### src/rtl/cfo_comp.sv
// Carrier frequency offset compensation.
// Each sample after cs_start is de-rotated by a phase that grows linearly
// with the sample index. The rotation is done by a pipelined rotation-mode
// CORDIC: a quadrant pre-rotation stage, STAGES micro-rotation stages, and
// a final gain-correction stage. Latency from di to do is STAGES+3 cycles.
module cfo_comp #(
   parameter int N       = 64,
   parameter int LOG2N   = 6,
   parameter int STAGES  = 14,
   parameter int MAX_LEN = 8192
) (
   input  logic               clk,
   input  logic               rst,
   input  logic signed [11:0] di_re,
   input  logic signed [11:0] di_im,
   input  logic               cs_start,
   input  logic signed [17:0] cfo_estimated,
   input  logic               cfo_estimated_vld,
   output logic signed [11:0] do_re,
   output logic signed [11:0] do_im,
   output logic               do_vld,
   output logic               do_start
);

   localparam int DATA_W = 12;                    // sample width
   localparam int COEF_W = 18;                    // angle width, 2Q15
   localparam int IW     = 16;                    // CORDIC datapath width
   localparam int SH     = $clog2(N);             // per-sample phase scaling
   localparam int PH_W   = COEF_W + LOG2N + 1;    // phase accumulator width
   localparam int CNT_W  = $clog2(MAX_LEN);

   localparam logic signed [PH_W-1:0]   PI_ACC     = PH_W'(102944 * (2 ** LOG2N));
   localparam logic signed [PH_W-1:0]   TWO_PI_ACC = PH_W'(205887 * (2 ** LOG2N));
   localparam logic signed [COEF_W-1:0] HALF_PI    = 18'sd51472;
   localparam logic signed [31:0]       GAIN_Q15   = 32'sd19899;
   localparam logic        [CNT_W-1:0]  LAST_CNT   = CNT_W'(MAX_LEN - 1);

   typedef enum logic {S_IDLE, S_ACTIVE} state_t;

   // atan(2^-i) in 2Q15, rounded; for i >= 5 it equals 2^(15-i) after rounding
   function automatic logic signed [COEF_W-1:0] atan_q15(input int i);
      case (i)
         0:       return 18'sd25736;
         1:       return 18'sd15193;
         2:       return 18'sd8027;
         3:       return 18'sd4075;
         4:       return 18'sd2045;
         default: return COEF_W'(32768 >> i);
      endcase
   endfunction

   // Keep the accumulated phase inside [-PI, PI]; one correction is enough
   function automatic logic signed [PH_W-1:0] wrap_phase(input logic signed [PH_W-1:0] v);
      if (v > PI_ACC)
         return v - TWO_PI_ACC;
      else if (v < -PI_ACC)
         return v + TWO_PI_ACC;
      else
         return v;
   endfunction

   // CORDIC gain correction: x * 0.60725 in Q15 with round-half-up
   function automatic logic signed [31:0] rnd_gain(input logic signed [IW-1:0] v);
      logic signed [31:0] p;
      p = $signed({{(32-IW){v[IW-1]}}, v}) * GAIN_Q15;
      return (p + 32'sd16384) >>> 15;
   endfunction

   // Clamp to the output sample range
   function automatic logic signed [DATA_W-1:0] sat_data(input logic signed [31:0] v);
      if (v > 32'sd2047)
         return 12'sd2047;
      else if (v < -32'sd2048)
         return -12'sd2048;
      else
         return v[DATA_W-1:0];
   endfunction

   // ---------------------------------------------------------------------
   // Control: CFO register, sample counter, phase accumulator
   // ---------------------------------------------------------------------
   logic signed [COEF_W-1:0] r_cfo;
   state_t                   r_state, w_state_nxt;
   logic        [CNT_W-1:0]  r_cnt, w_cnt_nxt;
   logic signed [PH_W-1:0]   r_phi, w_phi_nxt, w_phi_cur, w_delta;
   logic                     w_act, w_first;

   assign w_delta = -{{(PH_W-COEF_W){r_cfo[COEF_W-1]}}, r_cfo};

   // Capture a new estimate; it steers the phase increment from the next sample on
   always_ff @(posedge clk or posedge rst) begin
      if (rst)
         r_cfo <= '0;
      else if (cfo_estimated_vld)
         r_cfo <= cfo_estimated;
   end

   // FSM / counter / phase state register
   always_ff @(posedge clk or posedge rst) begin
      if (rst) begin
         r_state <= S_IDLE;
         r_cnt   <= '0;
         r_phi   <= '0;
      end else begin
         r_state <= w_state_nxt;
         r_cnt   <= w_cnt_nxt;
         r_phi   <= w_phi_nxt;
      end
   end

   // Next state; cs_start restarts at sample 0 from any state, even on the last sample
   always_comb begin
      w_state_nxt = r_state;
      w_cnt_nxt   = r_cnt;
      w_phi_cur   = r_phi;
      w_act       = 1'b0;
      w_first     = 1'b0;
      if (cs_start) begin
         w_state_nxt = S_ACTIVE;
         w_cnt_nxt   = CNT_W'(1);
         w_phi_cur   = '0;
         w_act       = 1'b1;
         w_first     = 1'b1;
      end else if (r_state == S_ACTIVE) begin
         w_act = 1'b1;
         if (r_cnt == LAST_CNT) begin
            w_state_nxt = S_IDLE;
            w_cnt_nxt   = '0;
         end else begin
            w_cnt_nxt = r_cnt + CNT_W'(1);
         end
      end
      w_phi_nxt = w_act ? wrap_phase(w_phi_cur + w_delta) : '0;
   end

   // ---------------------------------------------------------------------
   // Stage 1: input register, 16-bit data, 18-bit angle = phi >>> LOG2N
   // ---------------------------------------------------------------------
   logic signed [IW-1:0]     r_x_p0, r_y_p0;
   logic signed [COEF_W-1:0] r_z_p0;
   logic                     r_vld_p0, r_sof_p0;

   // Register the sample together with its rotation angle and flags
   always_ff @(posedge clk or posedge rst) begin
      if (rst) begin
         r_x_p0   <= '0;
         r_y_p0   <= '0;
         r_z_p0   <= '0;
         r_vld_p0 <= 1'b0;
         r_sof_p0 <= 1'b0;
      end else begin
         r_x_p0   <= {{(IW-DATA_W){di_re[DATA_W-1]}}, di_re};
         r_y_p0   <= {{(IW-DATA_W){di_im[DATA_W-1]}}, di_im};
         r_z_p0   <= w_phi_cur[SH+COEF_W-1:SH];
         r_vld_p0 <= w_act;
         r_sof_p0 <= w_first;
      end
   end

   // ---------------------------------------------------------------------
   // Stage 2: quadrant pre-rotation into the CORDIC convergence range
   // ---------------------------------------------------------------------
   logic signed [IW-1:0]     r_x_pr [0:STAGES];
   logic signed [IW-1:0]     r_y_pr [0:STAGES];
   logic signed [COEF_W-1:0] r_z_pr [0:STAGES];
   logic                     r_vld_pr [0:STAGES];
   logic                     r_sof_pr [0:STAGES];

   // Fold angles beyond +/-PI/2 by a fixed quarter turn
   always_ff @(posedge clk or posedge rst) begin
      if (rst) begin
         r_x_pr[0]   <= '0;
         r_y_pr[0]   <= '0;
         r_z_pr[0]   <= '0;
         r_vld_pr[0] <= 1'b0;
         r_sof_pr[0] <= 1'b0;
      end else begin
         r_vld_pr[0] <= r_vld_p0;
         r_sof_pr[0] <= r_sof_p0;
         if (r_z_p0 > HALF_PI) begin
            r_x_pr[0] <= -r_y_p0;
            r_y_pr[0] <= r_x_p0;
            r_z_pr[0] <= r_z_p0 - HALF_PI;
         end else if (r_z_p0 < -HALF_PI) begin
            r_x_pr[0] <= r_y_p0;
            r_y_pr[0] <= -r_x_p0;
            r_z_pr[0] <= r_z_p0 + HALF_PI;
         end else begin
            r_x_pr[0] <= r_x_p0;
            r_y_pr[0] <= r_y_p0;
            r_z_pr[0] <= r_z_p0;
         end
      end
   end

   // ---------------------------------------------------------------------
   // Stages 3..STAGES+2: micro-rotations, direction from residual angle sign
   // ---------------------------------------------------------------------
   for (genvar g = 0; g < STAGES; g++) begin : g_rot
      localparam logic signed [COEF_W-1:0] ATAN = atan_q15(g);

      // One CORDIC micro-rotation by +/-atan(2^-g)
      always_ff @(posedge clk or posedge rst) begin
         if (rst) begin
            r_x_pr[g+1]   <= '0;
            r_y_pr[g+1]   <= '0;
            r_z_pr[g+1]   <= '0;
            r_vld_pr[g+1] <= 1'b0;
            r_sof_pr[g+1] <= 1'b0;
         end else begin
            r_vld_pr[g+1] <= r_vld_pr[g];
            r_sof_pr[g+1] <= r_sof_pr[g];
            if (r_z_pr[g][COEF_W-1]) begin
               r_x_pr[g+1] <= r_x_pr[g] + (r_y_pr[g] >>> g);
               r_y_pr[g+1] <= r_y_pr[g] - (r_x_pr[g] >>> g);
               r_z_pr[g+1] <= r_z_pr[g] + ATAN;
            end else begin
               r_x_pr[g+1] <= r_x_pr[g] - (r_y_pr[g] >>> g);
               r_y_pr[g+1] <= r_y_pr[g] + (r_x_pr[g] >>> g);
               r_z_pr[g+1] <= r_z_pr[g] - ATAN;
            end
         end
      end
   end

   // ---------------------------------------------------------------------
   // Final stage: gain correction, rounding, saturation, output gating
   // ---------------------------------------------------------------------
   // Outputs are forced to zero whenever the slot carries no valid sample
   always_ff @(posedge clk or posedge rst) begin
      if (rst) begin
         do_re    <= '0;
         do_im    <= '0;
         do_vld   <= 1'b0;
         do_start <= 1'b0;
      end else begin
         do_vld   <= r_vld_pr[STAGES];
         do_start <= r_sof_pr[STAGES] & r_vld_pr[STAGES];
         if (r_vld_pr[STAGES]) begin
            do_re <= sat_data(rnd_gain(r_x_pr[STAGES]));
            do_im <= sat_data(rnd_gain(r_y_pr[STAGES]));
         end else begin
            do_re <= '0;
            do_im <= '0;
         end
      end
   end

endmodule

### config.mk
export PLATFORM = sky130hd
export DESIGN_NAME = cfo_comp
export DESIGN_NICKNAME = d
export VERILOG_FILES = /design/src/rtl/cfo_comp.sv
export SDC_FILE = /design/constraint.sdc
export NUM_CORES = 2
export LEC_CHECK = 0
export BUFFER_PORTS_ARGS = -buffer_cell sky130_fd_sc_hd__buf_4
export CAP_MARGIN = 20
export CORE_MARGIN = 1.5
export CORE_UTILIZATION = 54
export CTS_BUF_LIST = sky130_fd_sc_hd__clkbuf_8
export CTS_CLUSTER_SIZE = 16
export DETAILED_ROUTE_END_ITERATION = 8
export PLACE_DENSITY = 0.84
export SLEW_MARGIN = 20
export SYNTH_ARGS = -nofsm -noshare
export SYNTH_HDL_FRONTEND = slang
export SYNTH_SLANG_ARGS = --single-unit
### constraint.sdc
create_clock -name clk -period 31.1 [get_ports clk]
set_clock_uncertainty 0.2 [all_clocks]
set_input_delay 6.22 -clock clk [delete_from_list [all_inputs] [get_ports clk]]
set_output_delay 6.22 -clock clk [all_outputs]
set_load 0.02 [all_outputs]
==> flow_summary.toml <==
[sta]
finalCriticalPeriod_ps = 10360
rsz0062_at_grt = "no"
period_share_pct = 33.31
hold_viol_final = 0
setup_violations = 0
max_freq_mhz = 96.54
drv_slew = 0
worst_slew_pin_slew_ps = 1051
setup_tns_ps = 0
slew-limit-headroom_pct = 29.95

[placed_design]
gp_congestion = 0.8807
place_inst = 8408
dp_hpwl_um = 108800
placed_cell_area_sq_um = 68130
io_buffer_count = 71

[floorplanning]
start_util_pct = 54.65
die_area_sq_um = 123800
rows = 127
die_h_um = 351.9
io_pins = 72
fp.dieW_um = 351.9
core_area_sq_um = 120300

[global_route]
antenna_found_initial = 1
grt_pass1_wl_um = 238000
grt_overflow_total = 0
grt_start_max_net_pins = 185
grt_pass1_vias = 50730
grt_use_total_pct = 22.85

[synth]
synth_flop_cell = "dfrtp_1"
ys_ff_latch = 847
synth-edff-count = 0
synth-seq-area-share_pct = 32.24
syn_area_per_cell_sq_um = 9.671
ys_warn_count = 0
async_reset_ff_share_pct = 100.0
syn_area_sq_um = 65740
synth_cell_types = 93
synth_cells = 6798
synth_nets = 8060

[clock_tree]
htree_levels = 4
post_cts_resized = 0
cts-root-buf = "clkbuf_8"
cts_tree = "done"
cts-buffers-inserted = 143
worstSkewPairLatency_ps = 890
cts_setup_buffers = 0
clock-sinks = 847
cts_buffer_depth = 3
path_clk_slew_ps = 60
ctsHoldBuffers = 0

[cells_and_area]
design_area_sq_um = 71250
final_nets = 8203
drive_above_1_share_pct = 5.811
finalNonFillerCells = 8668
area_growth_pct = 8.372

[critical_path]
cp.arrival_ps = 10920
end_kind = "flop"
crit_fanout = 36
worstSetupPathType = "primary input to flop"
cp_num_buf_inv = 2
cp-start-kind = "primary input"
cp.required_ps = 31660
critPathSlowestCell = "o41ai_4"
crit_family = "compound AO/OA/AOI/OAI gates"
cp_cell_sequence = "buf_4 -> nand2b_1 -> ha_1 -> inv_1 -> fa_1 -> a211oi_2 -> o21ai_1 -> a311oi_1 -> o21ai_0 -> xor2_1 -> nand2_1 -> nor4_2 -> o41ai_4 -> nand2_4 -> o32ai_2 -> mux2_1"
max_stage_delay_ps = 690

[min_path]
worstHoldPathType = "flop to flop"

[drt]
antenna_left = 0
drt-pass1-iter-count = 6
vias = 48190
drc = 0
wl_per_cell_um = 16.13
vias_per_cell = 5.559
drt_wl_total_um = 139800
drt_iter0_markers = 2824

[run]
cap_violations = 0

[status]
run_status = "finished clean"
==> Yosys cell counts (all sizes together) (13+ instances only) <==
master	count	area share (%)
mux2i	51	0.78
inv	939	5.4
mux2	26	0.45
clkbuf	87	0.50
o2111ai	30	0.40
o21bai	162	1.8
a2111o	26	0.45
nor4	19	0.19
a31oi	53	0.51
o41ai	34	0.48
nand4	30	0.29
a211o	13	0.17
a21boi	42	0.48
dfrtp	847	32
o211ai	15	0.19
and3	19	0.18
a31o	21	0.28
nor2	535	3.1
a21oi	551	4.2
or3	34	0.33
fa	281	8.6
nand2b	36	0.35
ha	935	18
o21a	36	0.41
nand2	272	1.6
nor3	150	1.1
o21ai	274	2.1
o31ai	16	0.20
and2	15	0.15
nand3	107	0.81
o31a	15	0.20
xor2	186	2.5
xnor2	556	7.4
a211oi	16	0.21
nor2b	100	0.95
a21o	119	1.4
==> path summary, 6_finish.rpt <==
kind                         startpoint           end  slack [ps]  cells past startpoint
setup / recovery               cs_start     r_phi[15]       20740                     16
min in group asynchronous           rst      r_cfo[6]        5320                      2
max in group asynchronous           rst   r_z_pr[154]       21630                      6
setup reg to reg              r_x_pr[8]      do_re[9]       23400                     22
hold reg to reg            r_vld_pr[13]  r_vld_pr[12]         140                      0
hold / removal             r_vld_pr[13]  r_vld_pr[12]         140                      0
==> placed cells by master (no fill, tap or decap), drive strengths merged, types with 15 or more instances in the layout <==
cell / count
a2111o: 26
a211oi: 16
a21boi: 42
a21o: 119
a21oi: 551
a31o: 21
a31oi: 53
and2: 15
and3: 19
buf: 97
clkbuf: 186
clkinv: 29
dfrtp: 847
fa: 281
ha: 935
inv: 982
mux2: 26
mux2i: 51
nand2: 272
nand2b: 36
nand3: 107
nand4: 30
nor2: 535
nor2b: 100
nor3: 150
nor4: 19
o2111ai: 30
o211ai: 15
o21a: 36
o21ai: 274
o21bai: 162
o31a: 15
o31ai: 16
o41ai: 34
or3: 34
xnor2: 556
xor2: 186
==> kinds of logic (layout without fill, tap and decap cells) <==
| family | after synthesis | after routing | share of synthesized area, % |
|---|---|---|---|
| compound gates | 1500 | 1500 | 14.57 |
| xor+xnor | 744 | 744 | 9.976 |
| fa+ha+maj | 1216 | 1216 | 26.35 |
| buf+inv | 1042 | 1299 | 5.965 |
| flops | 847 | 847 | 32.24 |
| mux | 77 | 77 | 1.222 |
| other cells | 0 | 1 | 0 |
| simple gates | 1372 | 1372 | 9.678 |
==> layer usage <==
layer / global-route usage (%) / part of all wire [%] / wire length [um] / vias to the layer above
met2: 41.42 / 51 / 71340 / 1031
li1: - / - / - / 23410
met3: 3.187 / 4.0 / 5526 / 331
met4: 9.152 / 3.2 / 4518 / 0
met5: 0 / 0 / 0 / -
met1: 27.10 / 42 / 58400 / 23420
==> worst reg2reg max path: cells and delay by family, from the launching register on <==
family                   cells  cell delay, ps
AO/OA/AOI/OAI                7            2270
multiplexers                 1             130
flip-flops                   1             520
buffers and inverters        4             230
AND/OR/NAND/NOR              3            1000
adder cells (fa/ha/maj)      7            3290
==> registers in the layout, indices dropped and copies added (netlist names) <==
signal / count
r_y_p0: 12
r_vld_pr: 15
do_start: 1
do_vld: 1
r_x_p0: 12
r_cnt: 13
r_x_pr: 239
r_sof_p0: 1
r_cfo: 18
r_z_pr: 211
r_phi: 25
r_y_pr: 240
do_re: 12
r_z_p0: 18
r_vld_p0: 1
do_im: 12
r_sof_pr: 15
r_state: 1
==> area by class of cell <==
| class | instances | area (sq um) |
|---|---|---|
| clock buffer | 186 | 2560 |
| tap | 1612 | 2017 |
| antenna | 1 | 2.502 |
| inverter | 943 | 3547 |
| sequential | 847 | 21200 |
| fill | 9740 | 49040 |
| clock inverter | 73 | 544.3 |
| timing repair buffer | 97 | 752.0 |
| multi-input combinational | 4909 | 40630 |
==> metrics by stage <==
step / util, % / setup WS (ps) / hold slack, ps
2_1_floorplan: - / 882.0 / 131.2
3_3_place_gp: 56.64 / 19930 / 132.5
3_5_place_dp: 56.64 / 19950 / 134.7
4_1_cts: 59.22 / 20910 / 142.8
5_1_grt: 59.23 / 20480 / 153.4
6_report: 59.23 / 20740 / 139.3
Power is left out: the tool's default activity adds up to more than one toggle a clock period on the data nets, which glitch-free logic cannot reach.
